<file path="config.mk">
export PLATFORM = sky130hd
export DESIGN_NAME = snes_pad_reader
export DESIGN_NICKNAME = d
export VERILOG_FILES = /design/src/rtl/snes_pad_reader.sv
export SDC_FILE = /design/constraint.sdc
export NUM_CORES = 1
export LEC_CHECK = 0
export ABC_AREA = 1
export ABC_CLOCK_PERIOD_IN_PS = 2000
export CAP_MARGIN = 20
export CORE_ASPECT_RATIO = 1.25
export CORE_MARGIN = 2
export CORE_UTILIZATION = 50
export CTS_CLUSTER_DIAMETER = 60
export DETAILED_ROUTE_END_ITERATION = 6
export HOLD_SLACK_MARGIN = 0.08
export PLACE_DENSITY = 0.73
export SYNTH_ARGS = -nofsm -noshare
export SYNTH_HDL_FRONTEND = slang
export SYNTH_SLANG_ARGS = --single-unit
</file>
<file path="constraint.sdc">
create_clock -name clk -period 2 [get_ports clk]
set_input_delay 0.4 -clock clk [delete_from_list [all_inputs] [get_ports clk]]
set_output_delay 0.4 -clock clk [all_outputs]
set_load 0.1 [all_outputs]
</file>
<file path="src/rtl/snes_pad_reader.sv">
// snes_pad_reader
//   Free-running SNES pad poller. Once per poll period it pulses the pad
//   latch, clocks out the pad's 16-bit serial report and presents the 12
//   button bits (1 = pressed) to the CPU's control FSM.
//
//   Optional feature macro: SNES_DETECT_EN
//     defined   - a report whose ID bits [15:12] are all zero is treated as
//                 "no pad": present drops and snes_data reports no buttons.
//     undefined - present is 1 outside reset; a stuck-low line reads 12'hFFF.
//
// Parameters
//   HALF_CYCLES  clk cycles per pad half-period (>= 4)
//   POLL_CYCLES  clk cycles from one frame start to the next (> 34*HALF_CYCLES)
//
// Ports
//   clk          system clock
//   reset        synchronous, active-high
//   snes_serial  pad data line, asynchronous, active-low (0 = pressed)
//   snes_latch   pad latch, active-high
//   snes_clk     pad clock, idles high
//   snes_data    button state, 1 = pressed: [0]B [1]Y [2]Select [3]Start
//                [4]Up [5]Down [6]Left [7]Right [8]A [9]X [10]L [11]R
//   data_valid   one-cycle pulse when snes_data updates
//   busy         high while a frame (latch + shift) is in progress
//   present      pad detected
module snes_pad_reader #(
    parameter int HALF_CYCLES = 300,
    parameter int POLL_CYCLES = 833333
) (
    input  logic        clk,
    input  logic        reset,
    input  logic        snes_serial,
    output logic        snes_latch,
    output logic        snes_clk,
    output logic [11:0] snes_data,
    output logic        data_valid,
    output logic        busy,
    output logic        present
);

    localparam int PHASE_W = $clog2(2 * HALF_CYCLES);
    localparam int POLL_W  = $clog2(POLL_CYCLES);

    localparam logic [PHASE_W-1:0] HALF_LAST  = PHASE_W'(HALF_CYCLES - 1);
    localparam logic [PHASE_W-1:0] LATCH_LAST = PHASE_W'(2 * HALF_CYCLES - 1);
    localparam logic [POLL_W-1:0]  POLL_LAST  = POLL_W'(POLL_CYCLES - 1);

    typedef enum logic [2:0] {
        IDLE,
        LATCH,
        CLK_LO,
        CLK_HI,
        DONE
    } state_t;

    state_t             state_q, state_d;
    logic [PHASE_W-1:0] phase_q, phase_d;
    logic [3:0]         bit_q, bit_d;
    logic [POLL_W-1:0]  poll_q, poll_d;
    logic [15:0]        raw_q, raw_d;
    logic               serial_meta_q, serial_meta_d;
    logic               serial_sync_q, serial_sync_d;
    logic               latch_q, latch_d;
    logic               sclk_q, sclk_d;
    logic               valid_q, valid_d;
    logic               busy_q, busy_d;
    logic               present_q, present_d;
    logic [11:0]        data_q, data_d;

    always_ff @(posedge clk) begin
        if (reset) begin
            state_q       <= IDLE;
            phase_q       <= '0;
            bit_q         <= '0;
            // Loaded as expired so the first frame starts right after reset.
            poll_q        <= POLL_LAST;
            raw_q         <= '0;
            serial_meta_q <= 1'b1;
            serial_sync_q <= 1'b1;
            latch_q       <= 1'b0;
            sclk_q        <= 1'b1;
            valid_q       <= 1'b0;
            busy_q        <= 1'b0;
            present_q     <= 1'b0;
            data_q        <= '0;
        end else begin
            state_q       <= state_d;
            phase_q       <= phase_d;
            bit_q         <= bit_d;
            poll_q        <= poll_d;
            raw_q         <= raw_d;
            serial_meta_q <= serial_meta_d;
            serial_sync_q <= serial_sync_d;
            latch_q       <= latch_d;
            sclk_q        <= sclk_d;
            valid_q       <= valid_d;
            busy_q        <= busy_d;
            present_q     <= present_d;
            data_q        <= data_d;
        end
    end

    always_comb begin
        state_d       = state_q;
        phase_d       = phase_q;
        bit_d         = bit_q;
        raw_d         = raw_q;
        data_d        = data_q;
        present_d     = present_q;
        serial_meta_d = snes_serial;
        serial_sync_d = serial_meta_q;

        // The poll counter free-runs so frame start-to-start is exactly
        // POLL_CYCLES regardless of how long the frame itself takes.
        poll_d = (poll_q == POLL_LAST) ? '0 : poll_q + POLL_W'(1);

        case (state_q)
            IDLE: begin
                if (poll_q == POLL_LAST) begin
                    state_d = LATCH;
                    phase_d = '0;
                    bit_d   = '0;
                    raw_d   = '0;
                end
            end
            LATCH: begin
                if (phase_q == LATCH_LAST) begin
                    state_d = CLK_LO;
                    phase_d = '0;
                end else begin
                    phase_d = phase_q + PHASE_W'(1);
                end
            end
            CLK_LO: begin
                // Sample at the very end of the low phase: the pad shifted
                // on the previous rising edge, so the line has long settled.
                if (phase_q == HALF_LAST) begin
                    raw_d[bit_q] = serial_sync_q;
                    state_d      = CLK_HI;
                    phase_d      = '0;
                end else begin
                    phase_d = phase_q + PHASE_W'(1);
                end
            end
            CLK_HI: begin
                if (phase_q == HALF_LAST) begin
                    phase_d = '0;
                    if (bit_q == 4'd15) begin
                        state_d = DONE;
                        // Data is loaded on entry to DONE so it appears in
                        // the same cycle as the valid pulse.
`ifdef SNES_DETECT_EN
                        if (raw_q[15:12] == 4'b0000) begin
                            present_d = 1'b0;
                            data_d    = 12'h000;
                        end else begin
                            present_d = 1'b1;
                            data_d    = ~raw_q[11:0];
                        end
`else
                        data_d = ~raw_q[11:0];
`endif
                    end else begin
                        bit_d   = bit_q + 4'd1;
                        state_d = CLK_LO;
                    end
                end else begin
                    phase_d = phase_q + PHASE_W'(1);
                end
            end
            DONE: begin
                state_d = IDLE;
            end
            default: begin
                state_d = IDLE;
            end
        endcase

`ifndef SNES_DETECT_EN
        present_d = 1'b1;
`endif

        // Pad-facing outputs are decoded from the next state and registered,
        // so they change only on clock edges and cannot glitch.
        latch_d = (state_d == LATCH);
        sclk_d  = (state_d != CLK_LO);
        busy_d  = (state_d == LATCH) || (state_d == CLK_LO) || (state_d == CLK_HI);
        valid_d = (state_d == DONE);
    end

    assign snes_latch = latch_q;
    assign snes_clk   = sclk_q;
    assign snes_data  = data_q;
    assign data_valid = valid_q;
    assign busy       = busy_q;
    assign present    = present_q;

endmodule

</file>
==> flow_results.org, run 1 <==
** Status
- Result of the run :: finished, final reports clean

** Power and ir drop
- The analysis attributes to net switching a power of slightly below 0.002 W.
- Summing internal, switching and leakage power gives between 0.004 and 0.005 W.
- The clock network accounts for a little over a quarter of the total power.
- Worst IR drop on VDD :: around 0.63 mV
- Lkg Pwr :: approximately 1.7 nW
- Portion of total power attributed to sequential cells :: between 30% and 40%
- Combinational cells account for 35.7% of the total power.
- Cell internal power dissipation :: 0.00273 W
- Dividing total power by cell area gives a power density of roughly 1100 nW/um^2.
- Net switching is 41.4% of the power.

** Floorplanning
- Die boundary width :: slightly above 80 um
- Height of the die :: about 100 um
- For this design the top-level I/O count stands at 20.
- The floorplan step defined a core boundary enclosing 7270 sq um.
- Row count :: 35
- Once the floorplan was initialized, standard cells occupied between 50% and 60% of the core.
- The die covers a little over 8000 sq um.

** Critical path
- By startpoint and endpoint, the worst setup path is classified as flip-flop to flip-flop.
- Data arrival at the endpoint of the critical path :: approximately 2000 ps
- The worst setup path is captured at a flip-flop.
- At the worst endpoint, the required time is around 2200 ps.
- Peak fanout along the critical path :: 12
- Worst-case reg-to-reg path depth :: 8
- STA classifies the critical path startpoint as a flip-flop.

** Synth
- After synthesis, flip-flops and latches occupy a little under two fifths of the total area.
- Averaged over all synthesized cells, the footprint is 6.85 sq um.
- Number of standard cells after synthesis :: ~540
- Synthesis produced a netlist with a net count of 547.
- Biggest area consumer among synthesized cells :: sky130_fd_sc_hd__dfxtp_1
- The cell area that synthesis handed to floorplanning was approximately 3700 sq um.
- Post-synthesis register bit count :: slightly below 70
- The synthesized design devotes to its leading area cell type between 30% and 40% of total area.
- Largest cells by area after synthesis :: sky130_fd_sc_hd__dfxtp_1, sky130_fd_sc_hd__nand2_1, sky130_fd_sc_hd__nand3_1, sky130_fd_sc_hd__inv_1, sky130_fd_sc_hd__nor2_1
- For this run, the number of Yosys warnings is 0.
- Synth cell types :: 37

** Timing
- In this run the tightest slew margin relative to its limit is a little over 60%.
- Final Critical Period :: around 1800 ps
- After layout, the worst path uses between 80% and 90% of the clock period.
- Highest clock frequency the design can meet :: approximately 570 MHz
- Setup repair after global routing left no endpoint under its margin.
- Between clock sinks in the finished design, the worst skew comes to ~9.5 ps.
- Worst hold slack :: 417 ps
- Final hold violation count :: 0
- The count of final max-slew check failures was 0.
- Summed over all failing endpoints, the final setup total negative slack is 0 ps.
- Worst slew pin tran :: 584 ps
- Final setup violation count :: 0

** Clock network
- The longest clock path from root to sink contains 2 buffers.
- The H-tree was split into 3 levels.
- The tree built by TritonCTS fans out to just under 70 sinks.
- TritonCTS built the clock tree.
- Setup fix buffers added after clock tree synthesis :: 0
- Buffers inserted during clock tree synthesis total 9.
- Root buf cell :: sky130_fd_sc_hd__clkbuf_8
- Hold buffer count at CTS :: 0
- Insertion delay to the later sink of the worst-skew pair :: between 300 and 400 ps
- Clock transition at the registers of the reported paths :: approximately 80 ps

** Final layout
- Count of antenna diodes in the layout :: 0
- Fin util :: about 56%
- Highest-count cells in the layout ignoring fill and taps :: sky130_fd_sc_hd__nand2_1, sky130_fd_sc_hd__nand3_1, sky130_fd_sc_hd__dfxtp_1, sky130_fd_sc_hd__inv_1, sky130_fd_sc_hd__nor2_1
- Layout area overhead :: 11.4%
- Leaving out fill and tap cells, the most frequent cell in the layout is sky130_fd_sc_hd__nand2_1.
- Post-route cell area :: ~4000 sq um
- Fraction of layout instances using a drive strength above 1 :: between 10% and 20%
- The final layout contains roughly 570 nets.

** Drt
- Residual DRC count :: 0
- Dividing the detail-routed via count by the number of cells gives between 5 and 6.
- After detailed routing, the average wire length per cell comes to roughly 13 um.
- Met3 routed wirelength :: 297 um
- In the detailed route, the total length drawn on met2 is roughly 4200 um.
- For this block, the routed nets add up to between 8000 and 9000 um of wire.
- Antenna-violating nets left :: 0
- First-iteration detailed-routing DRC count :: ~210
- Across all layers, the routed design uses 3,437 vias.
- Routed signal wires occupy layers up through met4.
- The detailed router put a total of around 3700 um of wire on met1.
- The first detailed-routing pass ran for 5 iterations.

** Global route
- The initial antenna violation count came to 0.
- Largest net degree at the start of global routing :: 30
- The total overflow left after global routing is 0.
- GRT Overall Usage :: between 20 and 25%
- The number of global-route vias before repair is 3,189.
- Wire length of the first global-routing pass :: between 10,000 and 15,000 um

** Flow run
- Across the run, the number of max-cap violations was 0.

** Placement
- The placed instances occupy a cell area of just under 4000 sq um.
- At the end of routability-driven placement, the weighted congestion stood at between 0.8 and 0.9.
- HPWL after detailed placement :: 6040 um
- IO Port Bufs :: 19

** Worst hold path
- Type of the most critical hold path :: flip-flop to flip-flop
- Counting instances, the worst hold path has a depth of 1.
## final timing paths
kind | from | to | slack (ps)
worst max-delay path | phase_q[0]$_SDFFE_PP0P_ | raw_q[6]$_SDFFE_PP0P_ | 240
worst min-delay path | serial_meta_q$_SDFF_PP1_ | serial_sync_q$_SDFF_PP1_ | 420
worst max register to register | phase_q[0]$_SDFFE_PP0P_ | raw_q[6]$_SDFFE_PP0P_ | 240
worst min register to register | serial_meta_q$_SDFF_PP1_ | serial_sync_q$_SDFF_PP1_ | 420
## metrics by stage
step / instances / setup slack (ps)
2_1_floorplan: 537 / 426
3_3_place_gp: 636 / 262
3_5_place_dp: 636 / 263
4_1_cts: 652 / 225
5_1_grt: 652 / 24.1
6_report: 652 / 241
## routing by layer
metal,up-vias,track usage (%)
met1,1572,27.4
met4,0,8.87
met5,-,0
met2,73,38.4
met3,15,4.59
li1,1777,-
## worst max-delay path: stages, from the launching register on
cell and delay (ps):
sky130_fd_sc_hd__dfxtp_1 400, sky130_fd_sc_hd__ha_1 290, sky130_fd_sc_hd__nand3_1 120, sky130_fd_sc_hd__nor2_2 150, sky130_fd_sc_hd__nand3_1 80, sky130_fd_sc_hd__nand2_1 330, sky130_fd_sc_hd__nand3_1 140, sky130_fd_sc_hd__nand2_1 80
sky130_fd_sc_hd__a21oi_1 50
## state kept, by name, indices dropped and copies added (netlist names), 3 cells and up
name	cells
snes_data	12
state_q	3
poll_q	20
phase_q	10
bit_q	4
raw_q	12
## area by class of cell
| type | count | area (sq um) |
|---|---|---|
| fillers | 710 | 3170 |
| flip-flops and latches | 68 | 1360 |
| well taps | 92 | 115 |
| clock inverters | 7 | 98.8 |
| multi-input cells | 385 | 1950 |
| inverters | 64 | 243 |
| repair buffers | 27 | 208 |
| clock buffers | 9 | 124 |
## synth_stat cells
master                     number
sky130_fd_sc_hd__nand2_1      117
sky130_fd_sc_hd__nand3_1       79
sky130_fd_sc_hd__dfxtp_1       68
sky130_fd_sc_hd__inv_1         60
sky130_fd_sc_hd__nor2_1        56
sky130_fd_sc_hd__a21oi_1       30
sky130_fd_sc_hd__o21ai_0       21
sky130_fd_sc_hd__nand4_1       13
sky130_fd_sc_hd__nor3_1        13
sky130_fd_sc_hd__o21ai_2        9
sky130_fd_sc_hd__xor2_1         8
sky130_fd_sc_hd__buf_2          7
sky130_fd_sc_hd__ha_1           7
sky130_fd_sc_hd__nand2_2        6
sky130_fd_sc_hd__buf_6          5
sky130_fd_sc_hd__clkbuf_1       5
sky130_fd_sc_hd__or2_2          5
sky130_fd_sc_hd__nand3_2        3
sky130_fd_sc_hd__and2_1         2
sky130_fd_sc_hd__buf_4          2
sky130_fd_sc_hd__inv_2          2
sky130_fd_sc_hd__nand2_4        2
sky130_fd_sc_hd__nor2_2         2
sky130_fd_sc_hd__nor3_4         2
sky130_fd_sc_hd__a21oi_2        1
sky130_fd_sc_hd__a21oi_4        1
sky130_fd_sc_hd__buf_1          1
sky130_fd_sc_hd__clkinv_1       1
sky130_fd_sc_hd__inv_4          1
sky130_fd_sc_hd__nand3b_1       1
sky130_fd_sc_hd__nor2_4         1
sky130_fd_sc_hd__nor3b_1        1
sky130_fd_sc_hd__nor4_1         1
sky130_fd_sc_hd__o21ai_1        1
sky130_fd_sc_hd__o21bai_1       1
sky130_fd_sc_hd__o31ai_1        1
sky130_fd_sc_hd__xnor2_1        1
## power by group through the flow
stage | Combinational [W] | Clock, W | Sequential (W)
after global routing | 0.00188 | 0.00136 | 0.00175
after detailed placement | 0.00166 | 0 | 0.00175
after global placement | 0.00163 | 0 | 0.00175
after CTS | 0.00167 | 0.00129 | 0.00172
after floorplan | 0.00123 | 0 | 0.00185
final | 0.00167 | 0.00127 | 0.00173
## cells by family (layout without fill, tap and decap cells)
logic type | after synthesis | in the layout | synth area share [%]
AO/OA/AOI/OAI | 65 | 65 | 10.3
XOR/XNOR | 9 | 9 | 2.14
flip-flops | 68 | 68 | 37.0
buffers and inverters | 84 | 107 | 10.1
AND/OR/NAND/NOR | 304 | 304 | 38.1
adder cells (fa/ha/maj) | 7 | 7 | 2.38
## timing repair
action,in CTS,in global routing
setup endpoints to repair,0,1
endpoints found under the hold margin,0,0
gates resized for setup,0,1
Power figures use the tool's default switching activity.
==> run 2: changes to the inputs <==
--- a/config.mk
+++ b/config.mk
@@ -6,7 +6,6 @@
 export NUM_CORES = 1
 export LEC_CHECK = 0
 export ABC_AREA = 1
-export ABC_CLOCK_PERIOD_IN_PS = 2000
 export CAP_MARGIN = 20
 export CORE_ASPECT_RATIO = 1.25
 export CORE_MARGIN = 2
==> results of run 2 <==
No change in the layout: final DEF, timing and power equal those of run 1.
==> run 3: changes to the inputs <==
==> constraint.sdc (replaced) <==
create_clock -name clk -period 2.1 [get_ports clk]
set_input_delay 0.42 -clock clk [delete_from_list [all_inputs] [get_ports clk]]
set_output_delay 0.42 -clock clk [all_outputs]
set_load 0.01 [all_outputs]
==> flow_results.org, run 3 (synthesized netlist as in run 1, its figures left out) <==
** Timing
- The count of final max-slew check failures came to 0.
- At the pin with the least slew margin, the transition time is 558 ps.
- Final TNS setup :: 0 ps
- Final setup violation count :: 0
- RSZ-0062 raised after global routing :: no
- Worst-case headroom to the max-slew limit :: a little over three fifths
- Final Critical Period :: 1770 ps
- Across all setup checks in the final design, the least slack found is 329 ps.
- Final clock skew :: roughly 13 ps
- The final number of hold-violating endpoints came to 0.
- Highest clock frequency the design can meet :: between 500 and 600 MHz
- In the finished design, the share of the clock period the worst path needs comes to 84.3%.

** Power and ir drop
- Net switching component of the power :: roughly 0.0017 W
- Of the total power, the clock network draws a little under a third.
- In this run the power density over the cells is ~1100 nW/um^2.
- Cell internal power dissipation :: between 0.002 and 0.003 W
- Worst IR drop on VDD :: about 0.56 mV
- Lkg Pwr :: 1.71 nW
- Registers are responsible for between 30% and 40% of the overall power.
- Combinational logic burns 32.8% of the power.
- Of the total power, the share spent switching nets is between 30% and 40%.

** Clock network
- Root buf cell :: sky130_fd_sc_hd__clkbuf_8
- Number of H-tree branching levels :: 3
- The later pin in the worst-skew pair is clocked with a latency of 350 ps.
- The clock net in this run drives a total of just under 70 sinks.
- After clock tree synthesis, the repair step resized 0 gates.
- Clock transition at the registers of the reported paths :: 80 ps
- Setup fix buffers added after clock tree synthesis :: 0
- Hold buffer count at CTS :: 0
- TritonCTS built the clock tree.
- No sink is reached through more buffers than the 2 on the longest clock path.
- Buffers inserted during clock tree synthesis total 9.

** Final layout
- Counting flops per register, the top entry is poll_q.
- The number of antenna diodes in the final layout is 0.
- Most frequent standard cell in the layout excluding fill and tap cells :: sky130_fd_sc_hd__nand2_1
- After the last flow step, the layout net total stands at around 560.
- Of the cells placed in the final design, the portion with a size suffix greater than 1 is between 10% and 20%.
- Max FFs per register :: 20
- Layout area overhead :: 13.3%
- Count of filler cells inserted in the layout :: 686
- Highest-count cells in the layout ignoring fill and taps :: sky130_fd_sc_hd__nand2_1, sky130_fd_sc_hd__nand3_1, sky130_fd_sc_hd__dfxtp_1, sky130_fd_sc_hd__inv_1, sky130_fd_sc_hd__nor2_1
- Post-route cell area :: approximately 4200 sq um

** Status
- The flow ran to the end, and the final reports show no timing, DRC or antenna violations.

** Critical path
- The critical path in this run is classified as flip-flop to flip-flop.
- In this run the critical register-to-register path is captured at raw_q[9]$_SDFFE_PP0P_.
- STA classifies the critical path endpoint as a flip-flop.
- Start point of the critical path :: phase_q[0]$_SDFFE_PP0P_
- Crit path to :: raw_q[9]$_SDFFE_PP0P_
- In this run the register-to-register setup slack is about 330 ps.
- In this run the critical register-to-register path is launched from phase_q[0]$_SDFFE_PP0P_.
- Along the worst path, the maximum fanout reaches 12.
- At the worst endpoint, the required time is 2330 ps.
- Critical Path Start Type :: flip-flop
- STA puts the critical path data arrival time at 2000 ps.
- Worst-case reg-to-reg path depth :: 8

** Placement
- During placement, the flow inserted port buffers numbering 19.
- The placed instances occupy a cell area of about 3900 sq um.
- Final weighted congestion in routability-driven placement :: between 0.9 and 1
- DP Worst Slack :: between 300 and 400 ps
- HPWL after detailed placement :: about 5800 um

** Global route
- Wire length of the first global-routing pass :: approximately 14,000 um
- In the global route stage, overall resource usage came out at ~21%.
- Initial antenna violation count :: 0
- Largest net degree at the start of global routing :: 30
- After global routing the overflow that remains totals 0.
- The number of global-route vias before repair was between 3,000 and 4,000.

** Floorplanning
- Core Footprint :: 7270 sq um
- Initial core utilization :: about half
- The floorplan step set the die height to ~100 um.
- The die covers approximately 8000 sq um.
- Row generation in the floorplan step produced 35 rows.
- Die boundary width :: approximately 80 um
- Number of primary I/O pins :: 20

** Drt
- Once detail routing completed, the nets flagged for antenna violations numbered 0.
- Summed over all layers, the routed wires come to around 8100 um.
- Residual DRC count :: 0
- The first detailed-routing pass took 5 iterations.
- Dividing the detail-routed wire length by the instance count gives approximately 12 um.
- DR vias/cell :: around 5.3
- The detailed router finished its first iteration with 272 violations.
- Across all layers, the routed design uses 3,454 vias.

** Worst hold path
- The path class of the tightest hold or removal check is flip-flop to flip-flop.

** Flow run
- Number of max-cap violations :: 0
## run 3: critical path, stage by stage, from the launching register on
cell and delay [ps]:
sky130_fd_sc_hd__dfxtp_1 400, sky130_fd_sc_hd__ha_1 280, sky130_fd_sc_hd__nand3_1 110, sky130_fd_sc_hd__nor2_2 150, sky130_fd_sc_hd__nand3_1 90, sky130_fd_sc_hd__nand2_1 330
sky130_fd_sc_hd__nand3_1 150, sky130_fd_sc_hd__nand2_1 90, sky130_fd_sc_hd__a21oi_1 50
## run 3: stage by stage
stage | power [W] | instances | utilization, % | hold slack, ps
2_1_floorplan | 0.00280 | 537 | - | 389
3_3_place_gp | 0.00308 | 635 | 54.0 | 396
3_5_place_dp | 0.00311 | 635 | 54.0 | 400
4_1_cts | 0.00444 | 651 | 57.4 | 418
5_1_grt | 0.00473 | 651 | 57.4 | 450
6_report | 0.00441 | 651 | 57.4 | 419
## run 3: area by class of cell
| type | count | area (sq um) | area share [%] |
|---|---|---|---|
| Sequential cell | 68 | 1360 | 32.6 |
| Multi-Input combinational cell | 385 | 1950 | 46.7 |
| Timing Repair Buffer | 26 | 255 | 6.12 |
| Tap cell | 92 | 115 | 2.76 |
| Clock buffer | 9 | 124 | 2.97 |
| Clock inverter | 7 | 124 | 2.97 |
| Inverter | 64 | 243 | 5.82 |
## run 3: routing by layer
layer	routed length (um)	part of all wire [%]	track usage, %
met2	3940	49	36.8
met5	0	0	0
met1	3660	45	25.5
met3	298	3.7	4.59
met4	173	2.1	9.65
## run 3: how the worst min path moves through the flow
| stage | startpoint | end | slack, ps | cells after the start |
|---|---|---|---|---|
| 2_1_floorplan | serial_meta_q$_SDFF_PP1_ | serial_sync_q$_SDFF_PP1_ | 390 | 1 |
| 3_3_place_gp | serial_meta_q$_SDFF_PP1_ | serial_sync_q$_SDFF_PP1_ | 400 | 1 |
| 3_5_place_dp | serial_meta_q$_SDFF_PP1_ | serial_sync_q$_SDFF_PP1_ | 400 | 1 |
| 4_1_cts | serial_meta_q$_SDFF_PP1_ | serial_sync_q$_SDFF_PP1_ | 420 | 1 |
| 5_1_grt | serial_meta_q$_SDFF_PP1_ | serial_sync_q$_SDFF_PP1_ | 450 | 1 |
| 6_report | serial_meta_q$_SDFF_PP1_ | serial_sync_q$_SDFF_PP1_ | 420 | 1 |
## run 3: power by group through the flow
stage | combinational (W) | sequential [W] | clock, W
2_1_floorplan | 0.00118 | 0.00163 | 0
3_3_place_gp | 0.00142 | 0.00166 | 0
3_5_place_dp | 0.00144 | 0.00167 | 0
4_1_cts | 0.00145 | 0.00164 | 0.00135
5_1_grt | 0.00166 | 0.00166 | 0.00141
6_report | 0.00145 | 0.00164 | 0.00133
